[src/rtl/rr_mux_arb.sv]
// Registered N-input multiplexer with valid/ready handshakes on every port.
// Picks a fixed channel (SEL) or rotates round-robin over the requesting channels.
module rr_mux_arb #(
    parameter int N     = 4,
    parameter int WIDTH = 8,
    parameter int SELW  = (N > 1) ? $clog2(N) : 1
) (
    input  logic               CLK,
    input  logic               RST_N,
    input  logic               MODE,
    input  logic [SELW-1:0]    SEL,
    input  logic [N*WIDTH-1:0] IN_DATA,
    input  logic [N-1:0]       IN_VALID,
    output logic [N-1:0]       IN_READY,
    output logic [WIDTH-1:0]   OUT_DATA,
    output logic [SELW-1:0]    OUT_CH,
    output logic               OUT_VALID,
    input  logic               OUT_READY
);

    logic [WIDTH-1:0] chan_data [N];
    logic [WIDTH-1:0] out_data_q, out_data_d;
    logic [SELW-1:0]  out_ch_q, out_ch_d;
    logic             out_valid_q, out_valid_d;
    logic [SELW-1:0]  rr_ptr_q, rr_ptr_d;
    logic             grant_valid;
    logic [SELW-1:0]  grant_idx;
    logic             can_load;
    logic             load;
    int               idx;

    genvar gi;
    generate
        for (gi = 0; gi < N; gi++) begin : g_chan
            assign chan_data[gi] = IN_DATA[gi*WIDTH +: WIDTH];
        end
    endgenerate

    // Round-robin search runs from the highest offset down so the nearest
    // requester to rr_ptr is the last one written and therefore wins.
    always_comb begin
        grant_valid = 1'b0;
        grant_idx   = '0;
        idx         = 0;
        if (!MODE) begin
            if (int'(SEL) < N && IN_VALID[SEL]) begin
                grant_valid = 1'b1;
                grant_idx   = SEL;
            end
        end else begin
            for (int k = N - 1; k >= 0; k--) begin
                idx = int'(rr_ptr_q) + k;
                if (idx >= N) idx = idx - N;
                if (IN_VALID[idx]) begin
                    grant_valid = 1'b1;
                    grant_idx   = SELW'(idx);
                end
            end
        end
    end

    assign can_load = !out_valid_q || OUT_READY;
    assign load     = can_load && grant_valid;

    always_comb begin
        IN_READY = '0;
        if (RST_N && load) IN_READY[grant_idx] = 1'b1;
    end

    always_comb begin
        out_valid_d = out_valid_q;
        out_data_d  = out_data_q;
        out_ch_d    = out_ch_q;
        rr_ptr_d    = rr_ptr_q;
        if (load) begin
            out_valid_d = 1'b1;
            out_data_d  = chan_data[grant_idx];
            out_ch_d    = grant_idx;
            if (MODE) begin
                rr_ptr_d = (grant_idx == SELW'(N - 1)) ? '0 : grant_idx + SELW'(1);
            end
        end else if (OUT_READY) begin
            out_valid_d = 1'b0;
        end
    end

    always_ff @(posedge CLK) begin
        if (!RST_N) begin
            out_valid_q <= 1'b0;
            out_data_q  <= '0;
            out_ch_q    <= '0;
            rr_ptr_q    <= '0;
        end else begin
            out_valid_q <= out_valid_d;
            out_data_q  <= out_data_d;
            out_ch_q    <= out_ch_d;
            rr_ptr_q    <= rr_ptr_d;
        end
    end

    assign OUT_DATA  = out_data_q;
    assign OUT_CH    = out_ch_q;
    assign OUT_VALID = out_valid_q;

endmodule

[config.mk]
export PLATFORM = sky130hd
export DESIGN_NAME = rr_mux_arb
export DESIGN_NICKNAME = d
export VERILOG_FILES = /design/src/rtl/rr_mux_arb.sv
export SDC_FILE = /design/constraint.sdc
export NUM_CORES = 1
export LEC_CHECK = 0
export CAP_MARGIN = 5
export CORE_MARGIN = 3
export CORE_UTILIZATION = 50
export DETAILED_ROUTE_END_ITERATION = 16
export PLACE_DENSITY = 0.95
export SLEW_MARGIN = 40
export SYNTH_ARGS = -nofsm -noshare
export SYNTH_HDL_FRONTEND = slang
export SYNTH_SLANG_ARGS = --single-unit
[constraint.sdc]
create_clock -name CLK -period 7.48 [get_ports CLK]
set_clock_uncertainty 0.2 [all_clocks]
set_input_delay 1.496 -clock CLK [delete_from_list [all_inputs] [get_ports CLK]]
set_output_delay 1.496 -clock CLK [all_outputs]
set_load 0.05 [all_outputs]
* Word level (Yosys, flattened, before mapping)
Cells that the tools add are included.
** Storage, ports and cells
- Register bits :: 13
- Logic and storage cells :: 76
- Output and inout bits :: 15
** Cells by class
- Mux-type cells :: 43
- Equality and inequality tests :: 1
- Add/sub/neg operators :: 8
- Magnitude comparators :: 12
- Bitwise logic cells :: 1
- Reduce and logical (&&, ||, !) cells :: 7
** Operator list (count)
- 32-bit two-way mux :: 8
- 32-bit by 4-bit < comparator with 1-bit output (second input constant) :: 4
- 1-bit two-way mux :: 18
- 8-bit binary-select mux with 2-bit select :: 1
- 8-bit two-way mux :: 2
- 2-bit two-way mux :: 7
- 3-bit >= comparator (second input constant) :: 4
- 3-bit by 3-bit subtractor with 4-bit output (second input constant) :: 3
- 1-bit binary-select mux with 2-bit select :: 5
- 2-bit by 2-bit adder with 3-bit output (second input constant) :: 2
- 2-bit by 3-bit < comparator with 1-bit output (second input constant) :: 2
- 4-bit two-way mux :: 1
- 2-bit by 3-bit subtractor with 4-bit output (second input constant) :: 1
- 2-bit by 1-bit adder with 3-bit output (second input constant) :: 1
- 2-bit by 3-bit >= comparator with 1-bit output (second input constant) :: 1
- 1-bit logical AND :: 3
- 2-bit NOT with 3-bit output :: 1
- 2-bit by 1-bit adder with 2-bit output (second input constant) :: 1
- 1-bit demux with 2-bit select :: 1
- 2-bit == test (second input constant) :: 1
- 2-bit by 1-bit >= comparator with 1-bit output (second input constant) :: 1
- 2-bit AND reduction :: 1
- 2-bit nonzero test :: 1
- 1-bit logical NOT :: 1
- 1-bit logical OR :: 1

* Logic depth before layout (Yosys ltp)
- Word-level depth :: 17
- Mapped depth :: 9
- Depth with buffers taken out :: 7

* Worst setup path after synthesis
OpenSTA, ideal clock, no wires.
- Path kind :: input-to-output
- Start :: input SEL[0]
- End :: output IN_READY[1]
- Setup slack :: 2.283 ns
- Arrival time :: 3.501 ns
- Cell stages on the path :: 6
- Required time :: 5.784 ns
- Path buffers :: 2
- Path through :: mux2i_2 -> o21a_1 -> buf_6 -> buf_2 -> a21oi_1 -> nor3_1
** On the way
- Word-level cells in the longest chain between the ends :: 9
- Elaborated cells between the ends (all ways) :: 14
** Ends and longest elaborated chain
- start, declared :: RTL line 11 : input logic [SELW-1:0] SEL,
- 1-bit binary-select mux with 2-bit select :: RTL line 46 : if (int'(SEL) < N && IN_VALID[SEL]) begin
- 1-bit two-way mux (implied by the code) :: RTL line 46
- 2-bit two-way mux :: RTL line 46
- 2-bit two-way mux :: RTL line 45 : if (!MODE) begin
- 2-bit by 3-bit < comparator with 1-bit output (implied by the code) / 2-bit by 1-bit >= comparator with 1-bit output (equally long branches) :: RTL line 67 : if (RST_N && load) IN_READY[grant_idx] = 1'b1;
- 1-bit logical AND (implied by the code) :: RTL line 67
- 1-bit two-way mux (implied by the code) :: RTL line 67
- 1-bit demux with 2-bit select :: RTL line 67
- 4-bit two-way mux * :: RTL line 67
- end, declared :: RTL line 14 : output logic [N-1:0] IN_READY,
Every way passes the cells marked *; elsewhere a longest branch is shown, timed or not. The select of a mux whose other input is x is not followed.

* Worst setup path after layout
- Start :: input IN_VALID[3]
- End :: output IN_READY[1]
** On the way
- Word-level cells in the longest chain between the ends :: 13
- Elaborated cells between the ends (all ways) :: 34
** Ends and longest elaborated chain
- start, declared :: RTL line 13 : input logic [N-1:0] IN_VALID,
- 1-bit binary-select mux with 2-bit select :: RTL line 54 : if (IN_VALID[idx]) begin
- 1-bit two-way mux (implied by the code) (2 in series) :: RTL line 54
- 2-bit two-way mux (4 in series) :: RTL line 54
- 2-bit two-way mux :: RTL line 45
- 2-bit by 3-bit < comparator with 1-bit output (implied by the code) / 2-bit by 1-bit >= comparator with 1-bit output (equally long branches) :: RTL line 67
- 1-bit logical AND (implied by the code) :: RTL line 67
- 1-bit two-way mux (implied by the code) :: RTL line 67
- 1-bit demux with 2-bit select :: RTL line 67
- 4-bit two-way mux * :: RTL line 67
Marked as above.

==> results.txt <==
----------------------------------------------------
[Synth]
  Post-Synthesis Cells ... 211
  Part of the Yosys area used for sequential elements ... 15.53%
  Post-Synthesis Mean Instance Area ... 7.940 sq um
  Warning count from the yosys run ... 0
  Number of flip-flops and latches in the synthesized netlist ... 13
  Syn Nets ... 254
  Synthesized cell area ... 1675 sq um
  Number of distinct standard cells referenced by the synthesized netlist ... 48

[Setup path]
  Crit-path most repeated cell ... clkdlybuf4s50_1
  Startpoint of the worst-slack reg-to-reg timing path ... rr_ptr_q[0]
  Cell class contributing the biggest share of worst-path delay ... buffers and inverters
  Buffers and inverters on the worst path ... 3
  Critical Path RT ... 5780 ps
  Kind of capture point of the worst setup path ... output port
  WP data arrival ... 4690 ps
  Kind of start point of the critical path ... input pin
  Count of cells along the worst register-to-register path ... 7
  Max stage delay on crit path ... 850 ps
  Highest-delay cell along the critical path ... clkdlybuf4s50_1
  Critical Setup Path Class ... in2out
  Critical Path Fanout Max ... 17
  Worst reg2reg setup slack ... 4770 ps
  Reg-to-reg critical path endpoint ... rr_ptr_q[1]
  Crit-path cells ... clkdlybuf4s50_1, buf_4, mux2_4, a21oi_4, and2_1, a21oi_1, nor3_1, clkdlybuf4s50_1

[STA]
  Top achievable clock speed ... 156.7 MHz
  Transition at the pin with the smallest max-transition slack ... 686.8 ps
  Setup repair after global routing missed its margin ... false
  Fin crit share ... 85.31%
  Total setup violations reported at the end of the flow ... 0
  Post-layout min period ... 6382 ps
  Normalized max-slew margin ... 54.07%
  Final count of pins violating max slew ... 0
  Hold Fails Final Rpt ... 0
  Total negative slack ... 0 ps

[Drt]
  Via total after detailed routing ... 2,010
  WL/cell ... 17.50 um
  TritonRoute pass-1 iters ... 5
  Antenna-violating nets left ... 0
  Overall routed net length ... 5162 um
  Average via count per standard cell ... 6.814
  DR iter-0 viols ... 269
  Post-detailed-route DRC marker count ... 0

[Power]
  Power density relative to cell area ... 139.0 nW/um^2
  Total Power Consumption ... 0.3087 mW
  Static leakage ... 0.7913 nW
  Maximum VDD drop ... 0.1333 mV

[Global routing]
  Most congested layer reported by global routing ... met2
  Combined global-route utilization of all metal layers ... 24.91%
  Global Route met2 Usage ... 39.74%
  Initial antenna violation count ... 0
  Met1 global-route usage ... 34.15%
  Final global-route overflow total ... 0
  First-pass GRT wire length ... 8355 um
  Maximum number of pins on one net before global-route repair ... 35
  Number of global-route vias before repair ... 1,718
  GR Util met3 ... 5.272%

[Cells and area]
  Layout net count ... 295
  Number of inserted diodes ... 0
  Layout cells sized above 1 ... 8.367%
  Area growth syn-to-layout ... 32.56%

[Clock tree]
  Number of clock buffers inserted by TritonCTS ... 3
  Clock Tree Root ... clkbuf_4
  CTS tree ... built
  Clock buffer depth ... 2
  Clock Sinks ... 13
  Clock transition time at the flip-flop clock pins of the worst setup and hold paths ... 80 ps
  Post-cts resize count ... 0
  H-tree depth ... 1
  Setup Buffers After CTS ... 0
  Count of hold-fix buffers inserted at cts ... 0
  Later-pin clock latency in the skew report ... 300 ps

[Floorplan]
  Die Y-Extent ... 63.89 um
  Boundary Pins ... 57
  Initial Utilization ... 53.56%
  Total die area ... 4081 sq um
  Count of standard-cell rows ... 20
  Core region area ... 3128 sq um
  Die Wd ... 63.89 um

[Min path]
  Path class of the lowest-slack min-delay path ... reg2reg
  Destination of the worst hold path ... OUT_DATA[3]
  Hold-critical path depth ... 2
  Worst Hold Launch ... OUT_DATA[3]

[Placement]
  HPWL reported at the end of detailed placement ... 3623 um
  Final weighted congestion in routability-driven placement ... 0.8269
  Port-buffer cells ... 56

[Outcome]
  Run status ... finished clean

[Run]
  Number of max-capacitance violations reported ... 0

----------------------------------------------------
## worst max path at each step
stage	end	startpoint	slack, ps	depth (start not counted)
global placement	IN_READY[1]	IN_VALID[3]	1340	8
detailed placement	IN_READY[3]	IN_VALID[0]	1240	8
global route	IN_READY[1]	IN_VALID[3]	1010	8
CTS	IN_READY[1]	IN_VALID[3]	1200	8
floorplan	IN_READY[1]	SEL[0]	2280	6
finish	IN_READY[1]	IN_VALID[3]	1100	8
## metrics by stage
step / hold slack, ps / utilization [%] / instance area (sq um) / setup WS (ps) / instances
final: 301.8 / 71.00 / 2221 / 1098 / 295
after global routing: 342.6 / 71.00 / 2221 / 1012 / 295
after CTS: 307.6 / 70.72 / 2212 / 1197 / 295
after detailed placement: 280.0 / 69.84 / 2185 / 1245 / 291
after global placement: 280.9 / 69.84 / 2185 / 1340 / 291
after floorplan: 413.2 / - / 1675 / 2283 / 211
## flip-flops by register name, indices dropped and copies added, names as in the netlist
signal / count
OUT_CH: 2
rr_ptr_q: 2
OUT_VALID: 1
OUT_DATA: 8
## tightest hold or removal path, delay by kind of cell (launching register included)
family,cells,cell delay (ps)
DFF,1,340
AOI/OAI and AO/OA,1,70
and+or+nand+nor,1,60
## synth_stat cells (all sizes together)
master,n,share of area [%]
nor2,5,1.1
o221ai,8,4.2
or3b,1,0.52
o41ai,16,8.4
nand4,1,0.37
and3,1,0.37
a31o,1,0.52
clkinv,2,0.45
a211oi,34,16
ha,1,0.75
a21oi,4,2.5
nand2,5,1.1
nand3,11,4.8
mux2i,3,2.0
nor3,1,0.30
o31ai,1,1.3
nor4,1,0.37
a21boi,19,8.5
inv,19,4.3
mux2,2,1.6
and2,2,0.75
o21ai,2,0.60
buf,14,5.8
nand2b,2,0.75
and2b,1,0.45
a21o,2,0.90
o21a,3,1.3
o31a,1,0.52
o211a,3,1.8
clkbuf,10,2.4
o211ai,17,7.9
o32a,1,0.60
nand3b,1,0.45
a221oi,1,0.52
a22oi,1,0.45
dfxtp,13,16
nor2b,1,0.37
## report_power, final
group / switching [mW] / total, mW / internal, mW
Clock: 0.0262 / 0.0462 / 0.0200
Sequential: 0.00829 / 0.0864 / 0.0781
Combinational: 0.106 / 0.176 / 0.0701
## placed cells by master, fill, tap and decap left out, drive strengths merged
cell type      instances
clkdlybuf4s50         56
a211oi                34
a21boi                19
inv                   19
o211ai                17
o41ai                 16
dfxtp                 13
nand3                 11
o221ai                 8
nor2                   5
nand2                  5
buf                    4
a21oi                  4
o21a                   3
o211a                  3
clkbuf                 3
mux2i                  3
clkinv                 3
nand2b                 2
and2                   2
a21o                   2
o21ai                  2
mux2                   2
a31o                   1
o32a                   1
and2b                  1
o31ai                  1
nor4                   1
nor2b                  1
nor3                   1
and3                   1
o31a                   1
nand3b                 1
or3b                   1
a221oi                 1
nand4                  1
a22oi                  1
ha                     1
## metal layers
metal / vias up / part of all wire, %
met2: 149 / 46
met1: 916 / 40
met5: - / 0
met3: 16 / 12
li1: 929 / -
met4: 0 / 1.9
## cell type report
| type | instances | area, sq um |
|---|---|---|
| flip-flops and latches | 13 | 260.3 |
| repair buffers | 60 | 590.6 |
| well taps | 44 | 55.05 |
| fillers | 238 | 907.1 |
| clock inverters | 1 | 5.005 |
| multi-input cells | 153 | 1209 |
| clock buffers | 3 | 22.52 |
| inverters | 21 | 78.83 |
## cell families (layout without fill, tap and decap cells)
logic type | Yosys count | in the layout | synth area share, %
AO/OA/AOI/OAI | 114 | 114 | 55.56
adder cells (fa/ha/maj) | 1 | 1 | 0.7467
buffers and inverters | 45 | 85 | 12.85
flip-flops | 13 | 13 | 15.53
multiplexers | 5 | 5 | 3.584
AND/OR/NAND/NOR | 33 | 33 | 11.73
No activity file was read; power rests on OpenSTA's default activity.
